<file path="config.mk">
export PLATFORM = sky130hd
export DESIGN_NAME = sram_arbiter
export DESIGN_NICKNAME = d
export VERILOG_FILES = /design/src/rtl/sram_arbiter.sv
export SDC_FILE = /design/constraint.sdc
export NUM_CORES = 1
export LEC_CHECK = 0
export BUFFER_PORTS_ARGS = -buffer_cell sky130_fd_sc_hd__buf_2
export CORE_MARGIN = 4
export CORE_UTILIZATION = 45
export DETAILED_ROUTE_END_ITERATION = 10
export PLACE_DENSITY = 0.76
export SETUP_SLACK_MARGIN = 0.4
export SLEW_MARGIN = 20
export SYNTH_ARGS = -nofsm -noshare
export SYNTH_HDL_FRONTEND = slang
export SYNTH_SLANG_ARGS = --single-unit
</file>
<file path="constraint.sdc">
create_clock -name clk_chipset -period 5.1 [get_ports clk_chipset]
set_input_delay 0 -clock clk_chipset [delete_from_list [all_inputs] [get_ports clk_chipset]]
set_output_delay 0 -clock clk_chipset [all_outputs]
set_load 0.05 [all_outputs]
</file>
<file path="src/rtl/sram_arbiter.sv">
// -----------------------------------------------------------------------------
// sram_arbiter
//
// Shares one asynchronous 8-bit SRAM between a CPU port (read/write) and a
// video fetch port (read-only). Arbitration happens only while IDLE. Video
// normally wins, but after MAX_VIDEO_RUN consecutive video grants made while
// the CPU was waiting, the CPU is served next.
//
// Every SRAM pin is registered, so the address is stable for the whole access
// and the write strobe can never overlap an address change.
//
// Ports
//   clk_chipset   system clock, all logic on its rising edge
//   rst_n         synchronous active-low reset
//   cpu_req/we/addr/wdata  CPU request level and access parameters (sampled at grant)
//   cpu_rdata     CPU read data, updated with cpu_ack on reads and held
//   cpu_ack       one-cycle completion pulse for the CPU
//   vid_req/addr  video fetch request level and address (sampled at grant)
//   vid_rdata     video read data, updated with vid_ack and held
//   vid_ack       one-cycle completion pulse for video
//   SRAM_ADDR, SRAM_WE_n, sram_d_out, sram_d_oe   registered SRAM controls
//   sram_d_in     SRAM data bus input
//   busy          high whenever the controller is not IDLE
// -----------------------------------------------------------------------------
module sram_arbiter #(
    parameter int ACCESS_CYCLES = 2,   // cycles the address is held per access, 2..15
    parameter int MAX_VIDEO_RUN = 4    // video grants allowed while the CPU waits, 1..15
) (
    input  logic        clk_chipset,
    input  logic        rst_n,
    input  logic        cpu_req,
    input  logic        cpu_we,
    input  logic [20:0] cpu_addr,
    input  logic [7:0]  cpu_wdata,
    output logic [7:0]  cpu_rdata,
    output logic        cpu_ack,
    input  logic        vid_req,
    input  logic [20:0] vid_addr,
    output logic [7:0]  vid_rdata,
    output logic        vid_ack,
    output logic [20:0] SRAM_ADDR,
    output logic        SRAM_WE_n,
    input  logic [7:0]  sram_d_in,
    output logic [7:0]  sram_d_out,
    output logic        sram_d_oe,
    output logic        busy
);

    typedef enum logic [1:0] {IDLE, READ, WRITE, TURN} state_t;

    localparam logic [3:0] ACC_LAST = 4'(ACCESS_CYCLES);
    localparam logic [3:0] RUN_MAX  = 4'(MAX_VIDEO_RUN);

    state_t      state_reg;
    logic [3:0]  cnt_reg;        // cycle index within READ/WRITE, starts at 1
    logic [3:0]  vid_run_reg;
    logic        owner_cpu_reg;  // which port the current read belongs to
    logic [20:0] sram_addr_reg;
    logic        sram_we_n_reg;
    logic [7:0]  sram_d_out_reg;
    logic        sram_d_oe_reg;
    logic [7:0]  cpu_rdata_reg;
    logic [7:0]  vid_rdata_reg;
    logic        cpu_ack_reg;
    logic        vid_ack_reg;

    logic cpu_eligible;
    logic grant_vid;
    logic grant_cpu;

    // The CPU holds its request until it sees the ack, so a request seen in
    // the ack cycle is the one just served and must not be granted again.
    // Video is a streaming fetch level: every cycle it is high is a fresh
    // request, which is what lets video reads run back-to-back.
    always_comb begin
        cpu_eligible = cpu_req && !cpu_ack_reg;
        grant_vid    = 1'b0;
        grant_cpu    = 1'b0;
        if (state_reg == IDLE) begin
            if (vid_req && (!cpu_eligible || (vid_run_reg != RUN_MAX))) begin
                grant_vid = 1'b1;
            end else if (cpu_eligible) begin
                grant_cpu = 1'b1;
            end
        end
    end

    always_ff @(posedge clk_chipset) begin
        if (!rst_n) begin
            state_reg      <= IDLE;
            cnt_reg        <= 4'd0;
            vid_run_reg    <= 4'd0;
            owner_cpu_reg  <= 1'b0;
            sram_addr_reg  <= 21'd0;
            sram_we_n_reg  <= 1'b1;
            sram_d_out_reg <= 8'd0;
            sram_d_oe_reg  <= 1'b0;
            cpu_rdata_reg  <= 8'd0;
            vid_rdata_reg  <= 8'd0;
            cpu_ack_reg    <= 1'b0;
            vid_ack_reg    <= 1'b0;
        end else begin
            cpu_ack_reg <= 1'b0;
            vid_ack_reg <= 1'b0;
            case (state_reg)
                IDLE: begin
                    sram_we_n_reg <= 1'b1;
                    sram_d_oe_reg <= 1'b0;
                    if (grant_cpu || !cpu_req) begin
                        vid_run_reg <= 4'd0;
                    end else if (grant_vid && (vid_run_reg != RUN_MAX)) begin
                        vid_run_reg <= vid_run_reg + 4'd1;
                    end
                    if (grant_vid) begin
                        state_reg     <= READ;
                        owner_cpu_reg <= 1'b0;
                        sram_addr_reg <= vid_addr;
                        cnt_reg       <= 4'd1;
                    end else if (grant_cpu) begin
                        owner_cpu_reg <= 1'b1;
                        sram_addr_reg <= cpu_addr;
                        cnt_reg       <= 4'd1;
                        if (cpu_we) begin
                            // Drive data from the first cycle; the strobe
                            // follows one cycle later so the bus is settled.
                            state_reg      <= WRITE;
                            sram_d_out_reg <= cpu_wdata;
                            sram_d_oe_reg  <= 1'b1;
                        end else begin
                            state_reg <= READ;
                        end
                    end
                end
                READ: begin
                    if (cnt_reg == ACC_LAST) begin
                        state_reg <= IDLE;
                        if (owner_cpu_reg) begin
                            cpu_rdata_reg <= sram_d_in;
                            cpu_ack_reg   <= 1'b1;
                        end else begin
                            vid_rdata_reg <= sram_d_in;
                            vid_ack_reg   <= 1'b1;
                        end
                    end else begin
                        cnt_reg <= cnt_reg + 4'd1;
                    end
                end
                WRITE: begin
                    if (cnt_reg == ACC_LAST) begin
                        // Release the strobe one cycle before the bus so the
                        // data stays valid across the write-enable rising edge.
                        state_reg     <= TURN;
                        sram_we_n_reg <= 1'b1;
                    end else begin
                        cnt_reg       <= cnt_reg + 4'd1;
                        sram_we_n_reg <= 1'b0;
                    end
                end
                TURN: begin
                    state_reg     <= IDLE;
                    sram_d_oe_reg <= 1'b0;
                    cpu_ack_reg   <= 1'b1;
                end
                default: begin
                    state_reg     <= IDLE;
                    sram_we_n_reg <= 1'b1;
                    sram_d_oe_reg <= 1'b0;
                end
            endcase
        end
    end

    assign SRAM_ADDR  = sram_addr_reg;
    assign SRAM_WE_n  = sram_we_n_reg;
    assign sram_d_out = sram_d_out_reg;
    assign sram_d_oe  = sram_d_oe_reg;
    assign cpu_rdata  = cpu_rdata_reg;
    assign vid_rdata  = vid_rdata_reg;
    assign cpu_ack    = cpu_ack_reg;
    assign vid_ack    = vid_ack_reg;
    assign busy       = (state_reg != IDLE);

endmodule

</file>
Word-level counts from Yosys, hierarchy flattened --
Cells that the tools add are included.
Word-level totals: bits in registers 60, logic and storage cells 80, bits of input ports 63, output and inout port bits 50
Operators by class: $add $sub $neg 2, reductions and logical operators 24, muxes and demuxes 31, bitwise logic cells 2, eq/ne operators 9
Operators with widths (number):
- 21-bit 2-to-1 mux | 2
- 4-bit 2-to-1 mux | 5
- 3-bit AND reduction | 5
- 1-bit 2-to-1 mux | 14
- 2-bit nonzero test | 6
- 2-bit 2-to-1 mux | 5
- 4-bit by 1-bit adder with 4-bit output (second input constant) | 2
- 2-bit one-hot mux with 4 select lines | 1
- 4-bit one-hot mux with 2 select lines | 1
- 2-bit != test (second input constant) | 3
- 1-bit one-hot mux with 2 select lines | 3
- 2-bit == test (second input constant) | 2
- 4-bit by 2-bit == test with 1-bit output (second input constant) | 1
- 4-bit by 3-bit != test with 1-bit output (second input constant) | 1
- 2-bit AND reduction | 2
- 4-bit AND reduction | 1
- 1-bit logical AND | 3
- 1-bit zero test | 3
- 3-bit != test (second input constant) | 1
- 2-bit by 1-bit == test with 1-bit output (second input constant) | 1
- 2-bit zero test | 1
- 1-bit logical OR | 2
- 1-bit inverter | 2
- 2-bit OR reduction | 1

Longest topological paths before layout --
Gate-level depths: netlist of the first run.
depth after elaboration 10, mapped depth 7

Least setup slack after synthesis of the first run --
OpenSTA, ideal clock, no wires.
kind register to register, start register cpu_ack_reg (netlist: cpu_ack), end register vid_run_reg[2], library setup time 0.086 ns, data required time 5.014 ns, cell stages (with the launch flop) 5, setup slack 3.451 ns, clock period less this slack 1.649 ns, arrival 1.564 ns, cells stage by stage dfxtp_1 > nand3b_2 > a21oi_1 > or3b_2 > a211oi_1
Between the ends: cells in the longest elaborated chain, start to end 10, elaborated cells between the ends (all ways) 15, classes of those cells 6 x mux; 9 x reduce/logical
Ends and longest elaborated chain:
- start, declared | RTL line 64 | logic cpu_ack_reg;
- start signal, assigned | RTL line 100 | cpu_ack_reg <= 1'b0;
- start signal, assigned | RTL line 103 | cpu_ack_reg <= 1'b0;
- start signal, assigned | RTL line 139 | cpu_ack_reg <= 1'b1;
- 1-bit zero test (*) | RTL line 76 | cpu_eligible = cpu_req && !cpu_ack_reg;
- 1-bit logical AND (*) | RTL line 76
- 1-bit zero test | RTL line 80 | if (vid_req && (!cpu_eligible || (vid_run_reg != RUN_MAX))) begin
- 1-bit logical OR | RTL line 80
- 1-bit logical AND | RTL line 80
- 1-bit 2-to-1 mux | RTL line 80
- 1-bit 2-to-1 mux | RTL line 79 | if (state_reg == IDLE) begin
- 1-bit logical OR / 1-bit logical AND (equally long branches) | RTL line 109, 111
- 2-bit nonzero test (no source line)
- 2-bit AND reduction (no source line)
- end signal, assigned | RTL line 112 | vid_run_reg <= vid_run_reg + 4'd1;
- end, declared | RTL line 56 | logic [3:0] vid_run_reg;
Mark *: on every way between the ends. The rest lies on a longest branch, timed or not. A chain may end at the register's enable or synchronous reset.

Final worst setup path of the first run --
start register state_reg[1], end register sram_d_out_reg[7] (netlist: sram_d_out[7])
Between the ends: cells in the longest elaborated chain, start to end 4, elaborated cells between the ends (all ways) 5, classes of those cells 2 x mux; 1 x bitwise; 2 x reduce/logical
Ends and longest elaborated chain:
- start, declared | RTL line 54 | state_t state_reg;
- start signal, assigned | RTL line 90 | state_reg <= IDLE;
- start signal, assigned | RTL line 115 | state_reg <= READ;
- start signal, assigned | RTL line 126 | state_reg <= WRITE;
- 2-bit zero test (*) | RTL line 79, 105
- 1-bit 2-to-1 mux | RTL line 79
- 1-bit inverter (no source line)
- 4-bit AND reduction (no source line) (*)
- end signal, assigned | RTL line 127 | sram_d_out_reg <= cpu_wdata;
- end, declared | RTL line 60 | logic [7:0] sram_d_out_reg;
Marks and branches as above.

==> results of run 1 <==
==> layer usage <==
layer	track usage, %	wire length, microns
met4	8.06	128
met3	5.05	442
met5	0	0
met1	24.3	3000
met2	35.2	3710
==> what timing repair did <==
action,4_1_cts,5_1_grt
hold endpoints to repair,47,0
setup endpoints to repair,0,0
gates resized for setup,0,0
buffers inserted,0,0
hold buffers,40,0
==> worst max-delay path, stage by stage (launching register included) <==
cell	delay (ns)
dfxtp_1	0.34
inv_1	0.10
ha_1	0.37
nand3b_2	0.67
a211oi_2	1.05
mux2i_1	0.26
nor2_1	0.06
==> worst paths after layout <==
path                 from       endpoint  cells past startpoint
max          state_reg[1]  sram_d_out[7]                      6
min           cpu_addr[9]   SRAM_ADDR[9]                      3
max reg2reg  state_reg[1]  sram_d_out[7]                      6
min reg2reg  vid_rdata[7]   vid_rdata[7]                      2
==> cells by family after synthesis <==
kind of cell	count (synthesis)
buffers and inverters	27
flip-flops	60
multiplexers	47
AO/OA/AOI/OAI	52
adder cells (fa/ha/maj)	8
AND/OR/NAND/NOR	80
==> stage by stage <==
step,hold WS (ns),area (sq um),instances,worst slack (ns),power [uW]
floorplan,0.144,2660,274,3.45,1200
global placement,0.235,3240,443,2.15,1350
detailed placement,0.246,3240,443,2.12,1360
CTS,0.00325,3860,499,2.12,1870
global route,0.0124,3860,499,1.91,1960
finish,0.0105,3860,499,2.11,1870
==> final cells by class <==
| type | instances | share of cell area [%] |
|---|---|---|
| multi-input cells | 187 | 34.5 |
| flip-flops and latches | 60 | 31.1 |
| repair buffers | 154 | 25.3 |
| clock buffers | 10 | 3.56 |
| well taps | 72 | 2.33 |
| clock inverters | 6 | 2.27 |
| inverters | 10 | 0.972 |
==> power breakdown <==
| group | total [uW] | switching, uW | internal (uW) |
|---|---|---|---|
| logic | 795 | 523 | 272 |
| clock network | 479 | 192 | 287 |
| registers | 593 | 48.2 | 545 |
==> cells in the final DEF, fill, tap and decap left out, types with 7 or more instances in the layout <==
cell	count
mux2i_1	47
a211oi_1	24
a21oi_1	7
nor2_1	52
ha_1	8
o21ai_0	7
dfxtp_1	60
clkbuf_8	10
buf_2	112
inv_1	9
dlygate4sd3_1	40
==> summary.txt, run 1 <==
Outcome
  • Status: complete, no violations

Yosys
  • Mux share of post-synthesis cell area: between 10% and 20%
  • Synth Area in Adders: roughly 3.8%
  • Syn Area/Cell: 9.69 sq um
  • Number of synthesized flops with an enable pin: 0
  • Combinational family with the most area after synthesis: multiplexers
  • Post-synthesis sequential area ratio: 45.2%
  • XOR/XNOR Fraction of Synth Area: 0%
  • Top cells by area, synth: dfxtp_1 (45%), mux2i_1 (18%), nor2_1 (7.3%)
  • Syn Std Cell Area: 2660 sq um
  • Most common cell in the synthesized netlist: dfxtp_1
  • Simple-Gate Fraction of Synth Area: ~15%
  • Area leader, netlist: dfxtp_1
  • Ys Warns: 0
  • Async set-reset flop share out of synthesis: 0%
  • Syn_nets: 345
  • Top post-synthesis cells by count: dfxtp_1 (60), nor2_1 (52), mux2i_1 (47)
  • Mapped Cells: 274
  • FF+latch count, synth: 60
  • Synth Area in Compound Gates: a little over an eighth
  • Dominant synthesized flop cell: dfxtp_1
  • Count of different cell masters after synthesis: 40
  • Yosys top cell area share: 45.2%

Min path
  • Hold crit path type: primary input to register

Floorplanning
  • Starting Density: 47.4%
  • Die Area: between 7000 and 8000 sq um
  • Row count: 27
  • Core area: 5610 sq um
  • Die Height: 84.8 microns
  • Io pins: 113
  • Die W: 84.8 microns

STA
  • Final Hold Viols: 0
  • RSZ-0062 raised after global routing: false
  • Crit path time final: 2.99 ns
  • Normalized max-slew margin: 36.5%
  • Least-Margin Pin Slew: 0.951 ns
  • Setup violations, final: 0
  • Fin. max-slew vios: 0
  • Fmax: ~330 MHz
  • Setup tns final: 0 ns
  • Tcrit/Tclk final: 58.6%
  • Final Skew: around 0.0054 ns

Route
  • Iter 0 DRT Violations: 98
  • Post-DR wirelength/cell: 14.6 microns
  • Residual DRC count: 0
  • Via count: between 2000 and 3000
  • Via density: 5.05
  • Post-route ant nets: 0
  • First-pass DRT Iterations: 4
  • Routed WL: 7.28 mm

Cells and area
  • Diodes inserted: 0
  • P&R area growth vs syn: 45.4%
  • Share of cells above drive strength 1: 32.3%
  • Register Area: 1200 sq um
  • Area of the multi-input gates: 1330 sq um
  • # nets final: between 400 and 500
  • Core Util, Final: 68.9%
  • Max reg flops: 21
  • Layout fillers: 447

GRT
  • GR Overflow Total: 0
  • First-pass GRT wire length: between 10 and 15 mm
  • Largest net degree at the start of global routing: 33
  • GR Util All Layers: 20.4%
  • Initial antenna violation count: 0
  • Vias in the first global route: 2578

Job
  • Number of max-cap violations: 0

Placed design
  • Port Buf Inserts: 112
  • Hpwl dp: roughly 4.7 mm
  • RD Place Congestion: around 0.76

Setup path
  • Crit end category: register
  • R2R Setup Slk: 2.11 ns
  • Crit start category: register
  • Critical path type: register to register
  • Worst Path Required: about 5.3 ns
  • WP data arrival: 3.20 ns
  • CP Max Fanout: 25

Clock tree
  • Root Buffer: clkbuf_8
  • Cts bufs inserted: 9
  • Clock sinks: 60
  • Clk_lat worst skew: between 0.3 and 0.4 ns
  • CTS tree: yes
  • CTS HTree Levels: 3
  • Worst-path clk slew: 0.07 ns
  • Bufs on Longest Clock Path: 2

Power
  • Power Density: 484 nW/um^2
  • Cell leakage power: 0.00189 uW
  • Peak supply drop: 0.000253 V
Power figures use the tool's default switching activity.
==> run 2, diff against run 1 <==
- clock period: 5.1 -> 3 ns (I/O delays scaled with it)
==> summary.txt, run 2 (same netlist as run 1, synthesis figures left out) <==
Setup path
  • Crit start category: primary input (was register)
  • CP Cell Sequence: dlygate4sd3_1, buf_2, clkinv_1, buf_4, a211oi_1, dlygate4sd3_1 (was inv_1, ha_1, nand3b_2, a211oi_2, mux2i_1, nor2_1)
  • Slowest-stage cell, CP: clkinv_1 (was a211oi_2)
  • Critical path buffers and inverters: 5 (was 1)
  • CP most frequent cell: dlygate4sd3_1
  • WP data arrival: 2.64 ns (was 3.20 ns)
  • Worst Path Required: 3.27 ns (was 5.31 ns)
  • CP Max Fanout: 29 (was 25)
  • Critical path type: primary input to register (was register to register)
  • Crit-path max cell delay: 0.59 ns (was 1.05 ns)
  • Crit end category: register (unchanged)
  • CP delay by family, top: buffers and inverters (was compound AO/OA/AOI/OAI gates)

Cells and area
  • P&R area growth vs syn: 48.8% (was 45.4%)
  • Diodes inserted: 0 (unchanged)
  • Commonest non-fill, non-tap cell in the layout: buf_2 (unchanged)
  • # nets final: 501 (was 493)
  • Cell area after layout: 3950 sq um (was 3860 sq um)
  • Layout fillers: 435 (was 447)
  • Commonest cells after routing, fill and taps aside: buf_2 (112), dfxtp_1 (60), nor2_1 (52) (unchanged)
  • Share of cells above drive strength 1: 32.2% (was 32.3%)
  • Max reg flops: 21 (unchanged)

Placed design
  • Port Buf Inserts: 112 (unchanged)
  • Hpwl dp: 4.69 mm (was 4.68 mm)
  • RD Place Congestion: 0.782 (was 0.757)
  • Area of placed instances: 3260 sq um (was 3240 sq um)

STA
  • Crit path time final: 2.37 ns
  • RSZ-0062 raised after global routing: false (unchanged)
  • Tcrit/Tclk final: about four fifths
  • Final Skew: 0.00769 ns (was 0.00542 ns)
  • Hold_ws: 0.0118 ns (was 0.0105 ns)
  • Fin. max-slew vios: 0 (unchanged)
  • Setup violations, final: 0 (unchanged)
  • Normalized max-slew margin: 53.7% (was 36.5%)
  • Fmax: 421 MHz
  • Setup tns final: 0 ns (unchanged)
  • Final Hold Viols: 0 (unchanged)
  • Least-Margin Pin Slew: 0.690 ns (was 0.951 ns)

Clock tree
  • Cts bufs inserted: 9 (unchanged)
  • Setup Buffers After CTS: 0 (unchanged)
  • Clk_lat worst skew: 0.33 ns (about the same)
  • CTS HTree Levels: 3 (unchanged)
  • CTS tree: yes (unchanged)
  • Worst-path clk slew: 0.06 ns (was 0.07 ns)
  • Root Buffer: clkbuf_8 (unchanged)
  • Clock sinks: 60 (unchanged)
  • Bufs on Longest Clock Path: 2 (unchanged)

Power
  • Overall power: 3250 uW (was 1870 uW)
  • Cell leakage power: 0.00195 uW (was 0.00189 uW)
  • Peak supply drop: 0.000559 V (was 0.000253 V)
  • Power Density: 822 nW/um^2 (was 484 nW/um^2)

Route
  • Residual DRC count: 0 (unchanged)
  • Via count: 2569 (was 2521)
  • Post-route ant nets: 0 (unchanged)
  • Met2 routed WL: 3.70 mm (was 3.71 mm)
  • Routed WL: 7.31 mm (was 7.28 mm)
  • Detail Route met3 WL: 476 microns (was 442 microns)
  • Top sig layer: met4 (unchanged)
  • First-pass DRT Iterations: 4 (unchanged)
  • Met1 wire length: 3.05 mm (was 3.00 mm)
  • Post-DR wirelength/cell: 14.4 microns (was 14.6 microns)
  • Via density: 5.07 (was 5.05)
  • Iter 0 DRT Violations: 138 (was 98)

Min path
  • Hold crit path type: primary input to register (unchanged)

Floorplanning
  • Die Area: 7200 sq um (unchanged)
  • Die Height: 84.8 microns (unchanged)
  • Starting Density: 47.4% (unchanged)
  • Core area: 5610 sq um (unchanged)
  • Die W: 84.8 microns (unchanged)
  • Row count: 27 (unchanged)
  • Io pins: 113 (unchanged)

GRT
  • Initial antenna violation count: 0 (unchanged)
  • GR Overflow Total: 0 (unchanged)
  • First-pass GRT wire length: 12.4 mm (was 12.0 mm)
  • GR Util All Layers: 21.1% (was 20.4%)
  • Vias in the first global route: 2646 (was 2578)
  • Largest net degree at the start of global routing: 44 (was 33)

Job
  • Number of max-cap violations: 0 (unchanged)

Outcome
  • Status: complete, no violations (unchanged)
run 2: changes by cell type in the layout (fill, tap and decap cells not counted), sizes merged:
cell,previous run,this run
clkbuf,10,11
bufinv,2,3
clkinv,2,3
dlygate4sd3,40,45
clkinvlp,3,0
buf,114,117
run 2: cell type report:
cell class                      instances  area (sq um)  share of cell area (%)
Multi-Input combinational cell        187          1340                    34.0
Sequential cell                        60          1200                    30.4
Timing Repair Buffer                  162          1050                    26.5
Clock buffer                           11           131                    3.32
Clock inverter                          5           100                    2.53
Tap cell                               72          90.1                    2.28
Inverter                               10          37.5                   0.950
run 2: path summary, 6_finish.rpt:
kind | startpoint | to | slack [ns] | cells past startpoint
worst max-delay path | rst_n | SRAM_ADDR[18] | 0.63 | 6
worst min-delay path | cpu_addr[8] | SRAM_ADDR[8] | 0.01 | 3
worst max register to register | state_reg[0] | SRAM_ADDR[6] | 0.71 | 7
worst min register to register | cpu_rdata[7] | cpu_rdata[7] | 0.50 | 2
run 2: what timing repair did:
| item | 4_1_cts | 5_1_grt |
|---|---|---|
| resized for setup | 0 | 2 |
| setup endpoints to repair | 0 | 1 |
| hold endpoints to repair | 49 | 0 |
| hold buffers | 45 | 0 |
run 2: stage by stage:
step / cells / setup WS, ns / utilization [%]
after floorplan: 274 / 1.35 / -
after detailed placement: 446 / 0.836 / 58.1
after global routing: 507 / 0.447 / 70.5
final: 507 / 0.626 / 70.5
after global placement: 446 / 0.966 / 58.1
after CTS: 507 / 0.431 / 70.3
run 2: report_power, final:
part | internal [uW] | total, uW | leakage, uW | switching, uW
Sequential | 927 | 1010 | 0.000490 | 81.1
Clock | 550 | 857 | 0.000117 | 307
Combinational | 493 | 1380 | 0.00134 | 891
Total | 1970 | 3250 | 0.00195 | 1280
run 2: worst register-to-register path, delay by kind of cell, from the launching register on:
family | cells | cell delay [ns]
simple gates | 1 | 0.23
mux | 1 | 0.14
buf+inv | 3 | 0.97
compound gates | 1 | 0.22
fa+ha+maj | 1 | 0.33
flops | 1 | 0.35
run 2: routing by layer:
layer  global-route usage, %  vias to the layer above
li1                        -                     1283
met1                    24.5                     1191
met2                    36.4                       85
met3                    5.73                       10
met4                    9.21                        0
met5                       0                        -
